`src/rtl/prvp_dc_pkg.sv`:
```
// Shared constants and helper functions for the dual-clock token-ring reader.
// Helpers work on MAX-sized vectors; callers zero-extend inputs and size-cast results.
package prvp_dc_pkg;

  localparam int unsigned MAX_DEPTH = 32;
  localparam int unsigned MAX_WIDTH = 64;

  localparam logic [MAX_DEPTH-1:0] RD_TOKEN_RESET = 'h1;

  function automatic logic [7:0] popcount(input logic [MAX_DEPTH-1:0] v);
    logic [7:0] n;
    n = '0;
    for (int unsigned i = 0; i < MAX_DEPTH; i++) begin
      n = n + 8'(v[i]);
    end
    return n;
  endfunction

  // Rotate the low n bits of v left by one; bits at or above n are cleared.
  function automatic logic [MAX_DEPTH-1:0] rotl(input logic [MAX_DEPTH-1:0] v,
                                                 input int unsigned          n);
    logic [MAX_DEPTH-1:0] r;
    r = '0;
    for (int unsigned i = 0; i < n; i++) begin
      r[(i + 1) % n] = v[i];
    end
    return r;
  endfunction

  // AND-OR select of MAX_WIDTH-strided slices by a one-hot select vector.
  function automatic logic [MAX_WIDTH-1:0] onehot_mux(input logic [MAX_DEPTH*MAX_WIDTH-1:0] data,
                                                      input logic [MAX_DEPTH-1:0]           sel);
    logic [MAX_WIDTH-1:0] r;
    r = '0;
    for (int unsigned i = 0; i < MAX_DEPTH; i++) begin
      r = r | (data[i*MAX_WIDTH +: MAX_WIDTH] & {MAX_WIDTH{sel[i]}});
    end
    return r;
  endfunction

endpackage

```
`src/rtl/prvp_dc_sync_bit.sv`:
```
// Multi-stage single-bit synchronizer with asynchronous active-low reset to 0.
module prvp_dc_sync_bit #(
  parameter int STAGES = 2
) (
  input  logic clk,
  input  logic rstn,
  input  logic d,
  output logic q
);

  logic [STAGES-1:0] stage;

  always_ff @(posedge clk or negedge rstn) begin
    if (!rstn) begin
      stage <= '0;
    end else begin
      stage <= {stage[STAGES-2:0], d};
    end
  end

  assign q = stage[STAGES-1];

endmodule

```
`src/rtl/prvp_dc_token_reader.sv`:
```
// Read-side controller of the dual-clock token-ring buffer: syncs writer flags,
// walks a one-hot read token and presents slot data on a registered valid/ready port.
module prvp_dc_token_reader
  import prvp_dc_pkg::*;
#(
  parameter int BUFFER_DEPTH = 8,
  parameter int DATA_WIDTH   = 32,
  parameter int SYNC_STAGES  = 2,
  parameter int COUNT_WIDTH  = $clog2(BUFFER_DEPTH + 1)
) (
  input  logic                               clk,
  input  logic                               rstn,
  input  logic [BUFFER_DEPTH-1:0]            wr_flag_async,
  input  logic [BUFFER_DEPTH*DATA_WIDTH-1:0] buffer_data,
  output logic [BUFFER_DEPTH-1:0]            rd_flag,
  output logic                               rd_valid,
  input  logic                               rd_ready,
  output logic [DATA_WIDTH-1:0]              rd_data,
  output logic [BUFFER_DEPTH-1:0]            rd_token,
  output logic [COUNT_WIDTH-1:0]             rd_count
);

  logic [BUFFER_DEPTH-1:0]         wr_flag_sync;
  logic [BUFFER_DEPTH-1:0]         full_vec;
  logic [MAX_DEPTH*MAX_WIDTH-1:0]  slot_padded;
  logic [DATA_WIDTH-1:0]           cur_data;
  logic                            cur_full;
  logic                            pop;

  for (genvar g = 0; g < BUFFER_DEPTH; g++) begin : g_sync
    prvp_dc_sync_bit #(
      .STAGES(SYNC_STAGES)
    ) u_sync (
      .clk (clk),
      .rstn(rstn),
      .d   (wr_flag_async[g]),
      .q   (wr_flag_sync[g])
    );
  end

  assign full_vec = wr_flag_sync ^ rd_flag;
  assign cur_full = |(full_vec & rd_token);
  assign pop      = cur_full & (~rd_valid | rd_ready);

  // Re-stride slots onto the package's fixed slice pitch so the mux helper stays generic.
  always_comb begin
    slot_padded = '0;
    for (int unsigned i = 0; i < BUFFER_DEPTH; i++) begin
      slot_padded[i*MAX_WIDTH +: DATA_WIDTH] = buffer_data[i*DATA_WIDTH +: DATA_WIDTH];
    end
  end

  assign cur_data = DATA_WIDTH'(onehot_mux(slot_padded, MAX_DEPTH'(rd_token)));

  always_ff @(posedge clk or negedge rstn) begin
    if (!rstn) begin
      rd_count <= '0;
      rd_flag  <= '0;
      rd_token <= BUFFER_DEPTH'(RD_TOKEN_RESET);
      rd_valid <= 1'b0;
      rd_data  <= '0;
    end else begin
      rd_count <= COUNT_WIDTH'(popcount(MAX_DEPTH'(full_vec)));
      if (pop) begin
        rd_data  <= cur_data;
        rd_valid <= 1'b1;
        rd_flag  <= rd_flag ^ rd_token;
        rd_token <= BUFFER_DEPTH'(rotl(MAX_DEPTH'(rd_token), BUFFER_DEPTH));
      end else if (rd_valid && rd_ready) begin
        rd_valid <= 1'b0;
      end
    end
  end

endmodule

```
`config.mk`:
```
export PLATFORM = sky130hd
export DESIGN_NAME = prvp_dc_token_reader
export DESIGN_NICKNAME = d
export VERILOG_FILES = /design/src/rtl/prvp_dc_pkg.sv /design/src/rtl/prvp_dc_sync_bit.sv /design/src/rtl/prvp_dc_token_reader.sv
export SDC_FILE = /design/constraint.sdc
export NUM_CORES = 1
export LEC_CHECK = 0
export ABC_AREA = 1
export CORE_AREA = 2 2 125 127
export DETAILED_ROUTE_END_ITERATION = 12
export DIE_AREA = 0 0 127 129
export MAX_ROUTING_LAYER = met4
export PLACE_DENSITY = 0.69
export REMOVE_ABC_BUFFERS = 1
export SYNTH_ARGS = -nofsm -noshare
export SYNTH_HDL_FRONTEND = slang
export SYNTH_SLANG_ARGS = --single-unit
export TNS_END_PERCENT = 20
```
`constraint.sdc`:
```
create_clock -name clk -period 3.3 [get_ports clk]
set_input_delay 0.33 -clock clk [delete_from_list [all_inputs] [get_ports clk]]
set_output_delay 0.33 -clock clk [all_outputs]
set_load 0.005 [all_outputs]
```
==> out/metrics.csv <==
stage,metric,value,unit
grt,first-pass GRT wire length,30130,um
synth,Mean Syn Cell Area,6.210,um^2
routing,via count,5722,
routing,drt wl/cell,15.60,um
run_status,run status,completed,
sta,max-slew violations,0,
clock_tree,CTS tree,built,
placement,DP Wirelength,14350,um
sta,Worst Tran Pin Value,892.9,ps
synth,#FFs+latches synth,69,
synth,synth warn,0,
routing,ANT nets after route,0,
setup_path,CP Launch Type,flip-flop,
grt,Tot GR Track Use,24.50,%
power_and_ir_drop,Power Density,261.3,mW/mm^2
placement,Placed Instances,1230,
setup_path,Arrival @ worst endpoint,2990,ps
power_and_ir_drop,VDD IR-drop max,0.2090,mV
sta,Max Freq,367.7,MHz
sta,final setup violation count,0,
final_layout,diode count,0,
final_layout,Fillers,1511,
placement,Placed Area,0.008006,mm^2
routing,DRT iter0 DRCs,238,
sta,final period utilization,82.41,%
die,row count,45,
clock_tree,post_cts resized,0,
synth,post-synthesis cell type count,18,
final_layout,design area,0.008275,mm^2
worst_hold_path,Worst Hold Class,input port to asynchronous set/reset pin,
sta,Max Clock Skew,7.996,ps
clock_tree,Sink Count,69,
routing,drt pass-1 iters,4,
die,Top-Level Pins,320,
placement,PortBufs,319,
routing,final WL,19440,um
sta,setup TNS,0,ps
sta,Worst slew margin,40.48,%
final_layout,share of layout cells above drive strength 1,3.875,%
grt,antenna violations before repair,0,
power_and_ir_drop,Leakage,3.914,nW
synth,Post-Synthesis Cells,756,
sta,"Hold Violations, Final",0,
die,die footprint,0.01638,mm^2
die,Die Y,129,um
clock_tree,postcts setup bufs,0,
setup_path,Reg2Reg Depth,9,
setup_path,Worst EP required,3570,ps
routing,residual DRC count,0,
die,Starting Density,31.35,%
sta,Final min period,2720,ps
final_layout,fin nets,1327,
grt,vias in the first global route,5716,
setup_path,WS Path Type,flip-flop to flip-flop,
setup_path,Worst setup EP type,flip-flop,
sta,unrepaired setup endpoints after global routing,no,
clock_tree,Worst-path clk slew,60,ps
clock_tree,CTS root buf,clkbuf_16,
synth,sequential area share after synthesis,36.81,%
placement,GP Congestion,0.8165,
grt,Overflow after GRT,0,
clock_tree,CTS HTree Levels,3,
final_layout,"Cell Count, Final, Fillers Out",1246,
clock_tree,clk_lat worst skew,330,ps
clock_tree,TritonCTS buffer count,9,
routing,via/cell ratio,4.592,
run,max-cap viol count,0,
setup_path,CP Max Fanout,5,
final_layout,Syn-to-layout area delta,76.28,%
synth,Syn Std Cell Area,0.004695,mm^2
die,Core ar.,0.01498,mm^2
clock_tree,Clock Tree Buf Depth,2,
clock_tree,Post-CTS Hold Buffers,0,
die,Die Wd,127,um
grt,largest net degree at the start of global routing,70,
power by group:
part | leakage, nW | internal, mW | switching, mW
Sequential | 0.905 | 0.871 | 0.00764
Clock | 0.120 | 0.505 | 0.368
Combinational | 2.89 | 0.318 | 0.0920
state kept, by name, summed over array words and instances, names as in the netlist:
signal / cells
g_sync.u_sync.stage: 16
rd_count: 4
rd_data: 32
rd_flag: 8
rd_token: 8
rd_valid: 1
layout make-up:
| cell class | instances | area (um^2) | share of cell area (%) |
|---|---|---|---|
| clock buffers | 10 | 229.0 | 2.767 |
| clock inverters | 6 | 40.04 | 0.4838 |
| inverters | 36 | 135.1 | 1.633 |
| multi-input cells | 604 | 2604 | 31.46 |
| flip-flops and latches | 69 | 1737 | 20.99 |
| well taps | 188 | 235.2 | 2.842 |
| repair buffers | 333 | 3296 | 39.82 |
metrics by stage:
stage	hold WS, ps	total power, mW	util [%]	setup slack (ps)
2_1_floorplan	34.41	0.9339	-	715.3
3_3_place_gp	332.1	1.299	53.46	674.8
3_5_place_dp	337.9	1.306	53.46	584.8
4_1_cts	166.7	2.191	55.25	563.1
5_1_grt	214.5	2.253	55.25	481.5
6_report	130.4	2.162	55.25	580.4
path summary, 6_finish.rpt:
path / to / slack, ps / startpoint
worst min-delay path: g_sync[6].u_sync.stage[0] / 130 / rstn
max in group asynchronous: rd_token[1] / 2540 / rstn
worst max-delay path: rd_count[1] / 580 / rd_flag[5]
worst max register to register: rd_count[1] / 580 / rd_flag[5]
worst min register to register: g_sync[5].u_sync.stage[1] / 350 / g_sync[5].u_sync.stage[0]
min in group clk: g_sync[5].u_sync.stage[1] / 350 / g_sync[5].u_sync.stage[0]
cells in the final DEF, fill, tap and decap left out, types with 2 or more instances in the layout:
| cell | instances |
|---|---|
| nand2_2 | 3 |
| clkbuf_16 | 9 |
| buf_4 | 15 |
| clkinv_2 | 2 |
| nand4_1 | 15 |
| and2_1 | 8 |
| fa_1 | 4 |
| nand2_1 | 420 |
| dfrtp_1 | 61 |
| nand3_1 | 108 |
| clkdlybuf4s50_1 | 318 |
| inv_1 | 36 |
| ha_1 | 3 |
| nor2_1 | 34 |
| dfrtp_2 | 7 |
| clkinvlp_4 | 4 |
| xor2_1 | 8 |
critical path: stages (launching register included):
cell and delay [ps]:
dfrtp_1 420, inv_1 70, nand2_1 50, and2_1 160, fa_1 570, fa_1 440, fa_1 410, inv_1 90
fa_1 380, inv_1 60
synthesized netlist by cell type:
cell type,number,area [um^2]
buf_6,2,22.52
nand2_2,2,12.51
fa_1,4,80.08
dfstp_2,1,26.28
nor2_1,34,127.6
nand3_1,108,540.5
xnor2_1,1,8.760
buf_4,3,22.52
buf_1,1,3.750
inv_1,36,135.1
xor2_1,8,70.07
dfrtp_1,68,1702
and2_1,8,50.05
ha_1,3,37.54
nand2_1,421,1580
buf_2,22,110.1
nand4_1,15,93.84
clkbuf_1,19,71.32
routing by layer:
layer	global-route usage [%]	vias up	share of wire (%)
li1	-	2932	-
met1	28.72	2554	42
met2	43.64	213	51
met3	4.033	23	6.1
met4	6.658	0	1.6
met5	-	-	0
logic make-up after synthesis:
logic type | after synthesis | synth area share [%]
xor+xnor | 9 | 1.679
fa+ha+maj | 7 | 2.505
buf+inv | 83 | 7.783
flops | 69 | 36.81
simple gates | 588 | 51.23
No activity file was read; power rests on OpenSTA's default activity.
